==> src/rtl/sort_pkg.sv <==
// Shared defaults and FSM encoding for the sorted array serializer.
// Imported by the top module and the order checker.
package sort_pkg;

  localparam int N_DEF = 8;
  localparam int W_DEF = 8;

  typedef enum logic [1:0] {
    IDLE = 2'd0,
    SEND = 2'd1,
    DONE = 2'd2
  } state_t;

endpackage

==> src/rtl/sorted_array_serializer_order_checker.sv <==
// Remembers the last transferred element and flags any descent.
// Clear zeroes the history, so the first element can never trip it.
module order_checker
  import sort_pkg::*;
#(
  parameter int W = W_DEF
) (
  input  logic         clk,
  input  logic         reset,
  input  logic         clear,
  input  logic         valid_xfer,
  input  logic [W-1:0] data,
  output logic         err
);

  logic [W-1:0] prev;

  // track previous value and set the sticky flag on a strict decrease
  always_ff @(posedge clk) begin
    if (reset || clear) begin
      prev <= '0;
      err  <= 1'b0;
    end else if (valid_xfer) begin
      prev <= data;
      if (data < prev) err <= 1'b1;
    end
  end

endmodule

==> src/rtl/sorted_array_serializer.sv <==
// Captures an N-element array and streams it out over valid/ready,
// flagging arrays whose elements are not in ascending order.
module sorted_array_serializer
  import sort_pkg::*;
#(
  parameter int N = N_DEF,
  parameter int W = W_DEF
) (
  input  logic                            clk,
  input  logic                            reset,
  input  logic                            load,
  input  logic [N*W-1:0]                  arr_in,
  input  logic                            out_ready,
  output logic                            out_valid,
  output logic [W-1:0]                    out_data,
  output logic [(N>1?$clog2(N):1)-1:0]    out_index,
  output logic                            out_last,
  output logic                            busy,
  output logic                            done,
  output logic                            order_err
);

  localparam int IW = (N > 1) ? $clog2(N) : 1;
  localparam logic [IW-1:0] LAST = IW'(N - 1);

  state_t        state;
  logic [IW-1:0] idx;
  logic [W-1:0]  buffer [N];
  logic          accept;
  logic          xfer;
  logic          at_last;

  assign accept  = (state == IDLE) && load;
  assign xfer    = out_valid && out_ready;
  assign at_last = (idx == LAST);

  assign out_valid = (state == SEND);
  assign busy      = (state != IDLE);
  assign done      = (state == DONE);
  assign out_data  = out_valid ? buffer[idx] : '0;
  assign out_index = out_valid ? idx : '0;
  assign out_last  = out_valid && at_last;

  // buffer capture only on an accepted load; contents are never reset
  always_ff @(posedge clk) begin
    if (!reset && accept) begin
      for (int i = 0; i < N; i++) buffer[i] <= arr_in[i*W +: W];
    end
  end

  // FSM and element index; idx parks at N-1 instead of wrapping
  always_ff @(posedge clk) begin
    if (reset) begin
      state <= IDLE;
      idx   <= '0;
    end else begin
      unique case (state)
        IDLE: begin
          if (load) begin
            state <= SEND;
            idx   <= '0;
          end
        end
        SEND: begin
          if (xfer) begin
            if (at_last) state <= DONE;
            else         idx   <= idx + 1'b1;
          end
        end
        DONE: state <= IDLE;
        default: state <= IDLE;
      endcase
    end
  end

  order_checker #(.W(W)) u_chk (
    .clk        (clk),
    .reset      (reset),
    .clear      (accept),
    .valid_xfer (xfer),
    .data       (out_data),
    .err        (order_err)
  );

endmodule

==> config.mk <==
export PLATFORM = sky130hd
export DESIGN_NAME = sorted_array_serializer
export DESIGN_NICKNAME = d
export VERILOG_FILES = /design/src/rtl/sort_pkg.sv /design/src/rtl/sorted_array_serializer_order_checker.sv /design/src/rtl/sorted_array_serializer.sv
export SDC_FILE = /design/constraint.sdc
export NUM_CORES = 1
export LEC_CHECK = 0
export CAP_MARGIN = 20
export CORE_ASPECT_RATIO = 1.75
export CORE_UTILIZATION = 29
export CTS_CLUSTER_SIZE = 24
export DETAILED_ROUTE_END_ITERATION = 8
export PLACE_DENSITY_LB_ADDON = 0.08
export REMOVE_ABC_BUFFERS = 1
export SLEW_MARGIN = 20
export SYNTH_ARGS = -nofsm -noshare
export SYNTH_HDL_FRONTEND = slang
export SYNTH_SLANG_ARGS = --single-unit
==> constraint.sdc <==
create_clock -name clk -period 5.5 [get_ports clk]
set_input_delay 0.825 -clock clk [delete_from_list [all_inputs] [get_ports clk]]
set_output_delay 0.825 -clock clk [all_outputs]
set_load 0.005 [all_outputs]
==> summary.txt, run 1 <==
Worst setup path
  – CP cell instances: mux4_2 > mux2i_1 > nor2_1 > clkdlybuf4s50_1
  – Crit end category: output port
  – Reg-to-reg endpoint: u_chk.err$_SDFFE_PP0P_
  – Reg2reg setup slack: 2.57 ns
  – WP data arrival: 2.47 ns
  – Kind of start point of the critical path: flip-flop
  – CP Max Fanout: 18
  – Worst setup path class: flip-flop to output port
  – Slowest CP cell: dfxtp_1
  – Worst Reg-to-Reg Cells: 9
  – Slowest Stage Delay on Critical Path: 0.88 ns
  – CP required: 4.68 ns

Power and ir drop
  – Pwr per Cell Area: 302.1 nW/um2
  – Combinational power share: 9.3%
  – Switching power: 0.0002888 W
  – Switching Share: 21.17%
  – Worst vdd ir: 177.7 uV
  – Clock power frac: 39.9%
  – Lkg Pwr: 1.500 nW
  – Int Power: 0.001076 W
  – Seq pwr share: 50.8%

Floorplanning
  – Core region area: 11100 um2
  – Initial core utilization: 29.58%
  – Area of the die: 11770 um2
  – Die height: 142.8 um
  – # IOs: 84
  – Width of the die: 82.45 um
  – Number of core rows: 51

Route
  – Drt wl/cell: 15.57 um
  – Iter 0 DRT Violations: 70
  – Final WL: 6.710 mm
  – Vias per std cell: 4.548
  – Via count: 1960
  – Post-DRT Antenna Nets: 0
  – DRC Markers: 0
  – First drt pass iteration count: 4

Place
  – Dpl ws: 2.378 ns
  – Routability Congestion: 0.6910
  – HPWL Detailed: 4.983 mm
  – IO buf count: 83
  – Placed cell areas: 4245 um2

Status
  – Status: completed

Global route
  – GRT Util Overall: 12.56%
  – Initial antenna violation count: 0
  – Vias in the first global route: 2146
  – Pin count of the biggest net entering global routing: 38
  – First-pass GRT wire length: 10.32 mm
  – Total gr overflow: 0

Clock tree
  – Clk sinks: 81
  – Hold Buf Count CTS: 0
  – Clk slew on worst S/H paths: 0.06 ns
  – Root Driver: clkbuf_16
  – CTS H-Tree Depth: 3
  – Clk_lat worst skew: 0.33 ns
  – CTS Buffer Depth: 2
  – TritonCTS clock tree: done
  – Post-cts sizing count: 0
  – Post-CTS setup buffer count: 0
  – CTS Buf Count: 9

Final layout
  – Finished Cell Area: 4518 um2
  – Area grow syn2layout: 37.56%
  – Diodes inserted: 0
  – Final net count: 371
  – Commonest non-fill, non-tap cells in the layout: 83 x clkdlybuf4s50_1, 64 x edfxtp_1, 17 x nor2_1, 17 x dfxtp_1, 14 x mux4_2
  – Most common cell after layout, fill and taps aside: clkdlybuf4s50_1
  – Final Util: 40.69%
  – Layout cells sized above 1: 11.71%

Yosys
  – Avg Synthesized Cell Area: 15.94 um2
  – Register area share after synthesis: 68.88%
  – Yosys reg bits: 81
  – Netlist Area Pre-Place: 3284 um2
  – Yosys top cell area share: 58.51%
  – Cell count after synthesis: 206
  – Synth area leader: edfxtp_1
  – Library cells used by synthesis: 29
  – Synth warn: 0
  – Synth top area cells: edfxtp_1 59%, dfxtp_1 10%, mux4_2 9.6%, ha_1 3.4%, mux2i_1 3.4%

STA
  – Setup TNS: 0 ns
  – Worst Tran Pin Value: 0.8620 ns
  – Setup violations, final: 0
  – Final Worst Setup Slack: 2.202 ns
  – Final Hold Vio Count: 0
  – RSZ-0062 raised after global routing: no
  – Max Transition Viols Final: 0
  – Slew margin rel.: 42.46%
  – Fmax: 303.2 MHz
  – Tmin final: 3.298 ns
  – Clk_skew: 0.004279 ns
  – Tcrit/Tclk final: 59.97%

Job
  – Maxcap violations: 0

Worst hold path
  – Hold endpoint: u_chk.prev[7]$_SDFFE_PP0P_
  – Hold WC Path Type: flip-flop to flip-flop
  – HP Start: u_chk.prev[7]$_SDFFE_PP0P_
  – Hold path depth: 2
-- sequential cells by signal, summed over array words and instances (netlist names), named ones only --
signal and flops:
state 2, buffer 64, idx 3, u_chk.err 1, u_chk.prev 8
-- cells by family after synthesis --
group                    Yosys count  synth area share (%)
flip-flops                        81                 68.88
AND/OR/NAND/NOR                   52                 7.467
multiplexers                      25                 12.95
AO/OA/AOI/OAI                     21                 4.228
buffers and inverters             18                 3.047
adder cells (fa/ha/maj)            9                 3.429
-- power by group through the flow --
stage	Clock (W)	Combinational (W)	Sequential, W
floorplan	0	0.0000499	0.000709
global placement	0	0.000130	0.000707
detailed placement	0	0.000130	0.000707
CTS	0.000563	0.000130	0.000694
global route	0.000584	0.000139	0.000696
finish	0.000545	0.000126	0.000694
-- Yosys cell counts --
cell       number
nand3_1         6
nand2b_1        3
ha_1            9
a22o_1          1
mux4_2         14
nor2b_1         2
a2111oi_4       1
nand4_1         1
a21oi_1         7
clkbuf_1        3
o21ai_0         9
mux2i_1        11
edfxtp_1       64
inv_1           9
or2_1           1
a22oi_1         2
nand2_2         1
nand2_1        12
nand3b_1        2
and2_1          3
nor3_1          2
buf_6           3
dfxtp_1        17
o211ai_1        1
nor2_1         18
clkinv_4        1
buf_4           1
buf_2           1
and4_1          1
-- worst max-delay path, delay by kind of cell (launching register included) --
family	cells	cell delay, ns
flip-flops	1	0.88
AND/OR/NAND/NOR	1	0.10
buffers and inverters	1	0.47
multiplexers	2	0.69
-- worst max path at each step --
stage,startpoint,endpoint,slack [ns],cells past startpoint
final,flip-flop,out_data[3],2.20,4
after CTS,flip-flop,out_data[3],2.11,4
after global placement,reset,buffer[4][0]$_DFFE_PP_,2.44,3
after floorplan,load,buffer[0][0]$_DFFE_PP_,1.45,2
after global routing,flip-flop,out_data[3],2.05,4
after detailed placement,reset,buffer[4][7]$_DFFE_PP_,2.38,3
-- layout make-up --
cell class | instances | area, um2
inverter | 10 | 42.54
timing repair buffer | 85 | 845.8
fill | 1076 | 6585
tap | 132 | 165.2
clock buffer | 10 | 239.0
clock inverter | 6 | 33.78
multi-input combinational | 107 | 929.6
sequential | 81 | 2262
-- metal layers --
metal  global-route usage, %  vias up  wire length (um)
li1                        -      955                 -
met5                       0        -                 0
met1                   12.62      937              2487
met3                   3.642       11               334
met2                   22.62       57              3745
met4                   6.371        0               143
-- metrics by stage --
| stage | total power [W] | instances | hold slack, ns |
|---|---|---|---|
| 4_1_cts | 0.001388 | 431 | 0.4562 |
| 3_5_place_dp | 0.0008375 | 415 | 0.4428 |
| 2_1_floorplan | 0.0007590 | 198 | 0.4250 |
| 6_report | 0.001365 | 431 | 0.4557 |
| 5_1_grt | 0.001419 | 431 | 0.4935 |
| 3_3_place_gp | 0.0008367 | 415 | 0.4376 |
Power figures use the tool's default switching activity.
==> run 2, diff against run 1 <==
clock period = 3.03 ns   (was 5.5 ns; I/O delays follow)
==> summary.txt, run 2 (same netlist as run 1, synthesis figures left out) <==
Status
  – Status: completed

Power and ir drop
  – Lkg Pwr: 1.537 nW
  – Total Power: 0.002624 W
  – Worst vdd ir: 295.6 uV
  – Switching Share: 19.68%
  – Clock power frac: 43.1%
  – Seq pwr share: 48.0%
  – Combinational power share: 8.8%
  – Switching power: 0.0005165 W
  – Int Power: 0.002108 W
  – Pwr per Cell Area: 569.8 nW/um2

STA
  – Final Hold Vio Count: 0
  – Setup TNS: 0 ns
  – Max Transition Viols Final: 0
  – Worst Tran Pin Value: 0.5481 ns
  – Tcrit/Tclk final: 89.36%
  – RSZ-0062 raised after global routing: no
  – Tmin final: 2.708 ns
  – Clk_skew: 0.006037 ns
  – Setup violations, final: 0
  – Fmax: 369.3 MHz
  – Slew margin rel.: 63.46%

Final layout
  – Layout cells sized above 1: 12.25%
  – Diodes inserted: 0
  – Max reg flops: 64
  – Top flop regs: buffer x64, u_chk.prev x8, idx x3
  – Most common cell after layout, fill and taps aside: clkdlybuf4s50_1
  – Area grow syn2layout: 40.23%
  – Final net count: 374
  – Commonest non-fill, non-tap cells in the layout: 83 x clkdlybuf4s50_1, 64 x edfxtp_1, 17 x nor2_1, 17 x dfxtp_1, 14 x mux4_2
  – Top reg by flops: buffer

Global route
  – First-pass GRT wire length: 10.46 mm
  – GRT Util Overall: 12.66%
  – Pin count of the biggest net entering global routing: 65
  – Initial antenna violation count: 0
  – Vias in the first global route: 2147
  – Total gr overflow: 0

Route
  – Drt wl/cell: 15.38 um
  – Vias per std cell: 4.530
  – Final WL: 6.677 mm
  – Via count: 1966
  – First drt pass iteration count: 4
  – Iter 0 DRT Violations: 115
  – DRC Markers: 0
  – Post-DRT Antenna Nets: 0

Worst setup path
  – Crit end category: output port
  – Slowest CP cell: dfxtp_1
  – CP Max Fanout: 10
  – Kind of start point of the critical path: flip-flop
  – Worst setup path class: flip-flop to output port
  – Slowest Stage Delay on Critical Path: 0.63 ns
  – CP cell instances: buf_4 > mux4_2 > mux2i_1 > nor2_1 > clkdlybuf4s50_1
  – WP data arrival: 2.25 ns
  – CP required: 2.58 ns

Floorplanning
  – # IOs: 84
  – Number of core rows: 51
  – Die height: 142.8 um
  – Width of the die: 82.45 um
  – Initial core utilization: 29.58%
  – Area of the die: 11770 um2
  – Core region area: 11100 um2

Clock tree
  – CTS H-Tree Depth: 3
  – TritonCTS clock tree: done
  – Hold Buf Count CTS: 0
  – Clk_lat worst skew: 0.33 ns
  – Root Driver: clkbuf_16
  – Post-cts sizing count: 0
  – Clk slew on worst S/H paths: 0.06 ns
  – Post-CTS setup buffer count: 0
  – CTS Buffer Depth: 2
  – CTS Buf Count: 9
  – Clk sinks: 81

Place
  – HPWL Detailed: 5.100 mm
  – IO buf count: 83
  – Routability Congestion: 0.7398

Job
  – Maxcap violations: 0

Worst hold path
  – Hold WC Path Type: flip-flop to flip-flop
==> run 2: cell count changes in the layout (fill, tap and decap cells not counted) <==
cell / before / now
clkbuf_1: 0 / 2
clkinv_1: 1 / 0
buf_4: 2 / 3
clkbuf_8: 1 / 0
clkinv_2: 3 / 1
buf_12: 0 / 2
bufinv_16: 0 / 2
==> run 2: critical path: cells and delay by family (launching register included) <==
family	cells	cell delay, ns
multiplexers	2	0.48
flip-flops	1	0.63
AND/OR/NAND/NOR	1	0.10
buffers and inverters	2	0.71
==> run 2: metrics by stage <==
| step | setup WS (ns) | utilization [%] | hold WS [ns] | instances | instance area, um2 |
|---|---|---|---|---|---|
| 2_1_floorplan | -0.6968 | - | 0.4250 | 198 | 3227 |
| 3_3_place_gp | 0.4074 | 38.66 | 0.4352 | 418 | 4293 |
| 3_5_place_dp | 0.3918 | 38.66 | 0.4469 | 418 | 4293 |
| 4_1_cts | 0.2362 | 41.48 | 0.4596 | 434 | 4606 |
| 5_1_grt | 0.1665 | 41.48 | 0.4735 | 434 | 4606 |
| 6_report | 0.3225 | 41.48 | 0.4570 | 434 | 4606 |
==> run 2: final timing paths <==
check,endpoint,startpoint,slack [ns],cells after the start
setup / recovery,out_data[5],flip-flop,0.32,5
hold / removal,u_chk.prev[4]$_SDFFE_PP0P_,u_chk.prev[4]$_SDFFE_PP0P_,0.46,2
setup reg to reg,u_chk.err$_SDFFE_PP0P_,flip-flop,0.41,10
hold reg to reg,u_chk.prev[4]$_SDFFE_PP0P_,u_chk.prev[4]$_SDFFE_PP0P_,0.46,2
==> run 2: cell type report <==
type                    instances  area [um2]
inverters                      10       42.54
multi-input cells             107       929.6
flip-flops and latches         81        2262
clock buffers                  11       232.7
repair buffers                 88       893.4
fillers                      1069        6497
well taps                     132       165.2
clock inverters                 5       80.08
==> run 2: layer usage <==
metal	share of wire [%]	vias to the layer above	wire (um)	track usage (%)
met1	37	938	2482	12.97
met5	0	-	0	0
met3	5.0	12	333	3.514
met4	2.2	0	146	5.817
li1	-	957	-	-
met2	56	59	3715	22.92
==> run 2: power by group through the flow <==
stage	clock network (W)	registers, W	logic [W]
2_1_floorplan	0	0.00129	0.0000906
3_3_place_gp	0	0.00129	0.000238
3_5_place_dp	0	0.00129	0.000238
4_1_cts	0.00117	0.00126	0.000238
5_1_grt	0.00121	0.00126	0.000255
6_report	0.00113	0.00126	0.000232
==> run 3, diff against run 2 <==
clock period = 3.4 ns   (was 3.03 ns; I/O delays follow)
==> summary.txt, run 3 (same netlist as run 1, synthesis figures left out) <==
Status
  – Status: completed

Clock tree
  – Post-CTS setup buffer count: 0
  – Clk slew on worst S/H paths: 0.06 ns
  – CTS H-Tree Depth: 3
  – CTS Buffer Depth: 2
  – Post-cts sizing count: 0
  – CTS Buf Count: 9
  – TritonCTS clock tree: done
  – Clk_lat worst skew: 0.33 ns
  – Root Driver: clkbuf_16
  – Clk sinks: 81
  – Hold Buf Count CTS: 0

Final layout
  – Final Util: 40.94%
  – Commonest non-fill, non-tap cells in the layout: 83 x clkdlybuf4s50_1, 64 x edfxtp_1, 17 x nor2_1, 17 x dfxtp_1, 14 x mux4_2
  – Layout cells sized above 1: 12.25%
  – Max reg flops: 64
  – Top reg by flops: buffer
  – Fin cells: 434
  – Area grow syn2layout: 38.40%
  – Top flop regs: buffer x64, u_chk.prev x8, idx x3
  – Final net count: 374
  – Most common cell after layout, fill and taps aside: clkdlybuf4s50_1
  – Diodes inserted: 0
  – Finished Cell Area: 4546 um2
  – Filler instances: 1086

Place
  – Placed cell areas: 4280 um2
  – Routability Congestion: 0.7578
  – IO buf count: 83
  – HPWL Detailed: 5.016 mm
  – Placed cells: 418

STA
  – Tcrit/Tclk final: 85.65%
  – Max Transition Viols Final: 0
  – Final Hold Vio Count: 0
  – Slew margin rel.: 57.42%
  – Fmax: 343.4 MHz
  – Clk_skew: 0.005131 ns
  – Tmin final: 2.912 ns
  – Worst Tran Pin Value: 0.6378 ns
  – Setup TNS: 0 ns
  – Setup violations, final: 0
  – RSZ-0062 raised after global routing: no

Global route
  – Vias in the first global route: 2143
  – Pin count of the biggest net entering global routing: 65
  – Initial antenna violation count: 0
  – GRT Util Overall: 12.92%
  – First-pass GRT wire length: 10.58 mm
  – Total gr overflow: 0

Worst setup path
  – Worst setup path class: flip-flop to output port
  – Reg2reg setup slack: 0.63 ns
  – Reg-to-reg endpoint: u_chk.err$_SDFFE_PP0P_
  – Crit end category: output port
  – WP data arrival: 2.40 ns
  – Worst Reg-to-Reg Cells: 10
  – CP required: 2.89 ns
  – CP Max Fanout: 15
  – Kind of start point of the critical path: flip-flop

Route
  – Iter 0 DRT Violations: 55
  – Drt wl/cell: 15.58 um
  – Via count: 1964
  – Vias per std cell: 4.525
  – Final WL: 6.762 mm
  – First drt pass iteration count: 4
  – DRC Markers: 0
  – Post-DRT Antenna Nets: 0

Worst hold path
  – Hold WC Path Type: flip-flop to flip-flop
  – Hold endpoint: u_chk.prev[6]$_SDFFE_PP0P_
  – HP Start: u_chk.prev[6]$_SDFFE_PP0P_
  – Hold path depth: 2

Floorplanning
  – Core region area: 11100 um2
  – Width of the die: 82.45 um
  – Initial core utilization: 29.58%
  – Area of the die: 11770 um2
  – Die height: 142.8 um
  – Number of core rows: 51
  – # IOs: 84

Job
  – Maxcap violations: 0

Power and ir drop
  – Lkg Pwr: 1.509 nW
  – Pwr per Cell Area: 481.4 nW/um2
  – Worst vdd ir: 241.2 uV
==> run 3: changes by cell type in the layout (fill, tap and decap cells not counted) <==
cell	previous run	this run
clkinv_2	1	2
buf_12	2	1
clkinvlp_4	2	3
buf_4	3	4
bufinv_16	2	0
==> run 3: where the power goes <==
part,total (W),internal (W),switching (W)
clock,0.000857,0.000492,0.000366
combinational,0.000208,0.000125,0.0000821
sequential,0.00112,0.00111,0.0000127
total,0.00219,0.00173,0.000461
==> run 3: layout make-up <==
cell class	instances	area, um2	area share [%]
sequential	81	2262	49.77
multi-input combinational	107	929.6	20.45
timing repair buffer	88	880.8	19.38
clock buffer	11	232.7	5.120
tap	132	165.2	3.633
inverter	10	42.54	0.9359
clock inverter	5	32.53	0.7157
==> run 3: worst max path at each step <==
| stage | to | slack [ns] | from |
|---|---|---|---|
| 4_1_cts | out_data[2] | 0.43 | flip-flop |
| 2_1_floorplan | buffer[0][0]$_DFFE_PP_ | -0.33 | load |
| 5_1_grt | out_data[5] | 0.30 | flip-flop |
| 3_3_place_gp | u_chk.err$_SDFFE_PP0P_ | 0.70 | flip-flop |
| 6_report | out_data[5] | 0.49 | flip-flop |
| 3_5_place_dp | u_chk.err$_SDFFE_PP0P_ | 0.60 | flip-flop |
==> run 3: worst max-delay path, stage by stage (launching register included) <==
cell	delay, ns
dfxtp_1	0.31
buf_4	0.28
buf_4	0.21
mux4_2	0.49
mux2i_1	0.20
nor2_1	0.09
clkdlybuf4s50_1	0.48
==> run 3: through the flow <==
step | worst slack [ns] | total power (W) | hold slack (ns)
after floorplan | -0.3302 | 0.001228 | 0.4250
after global placement | 0.6970 | 0.001355 | 0.4354
after detailed placement | 0.5994 | 0.001358 | 0.4460
after CTS | 0.4305 | 0.002227 | 0.4597
after global routing | 0.3026 | 0.002284 | 0.4857
final | 0.4880 | 0.002188 | 0.4521
==> run 3: routing by layer <==
layer	vias up	global-route usage [%]	share of wire [%]
met5	-	0	0
met4	0	6.371	1.7
met3	7	3.898	5.2
met2	56	22.66	56
met1	945	13.55	37
li1	956	-	-
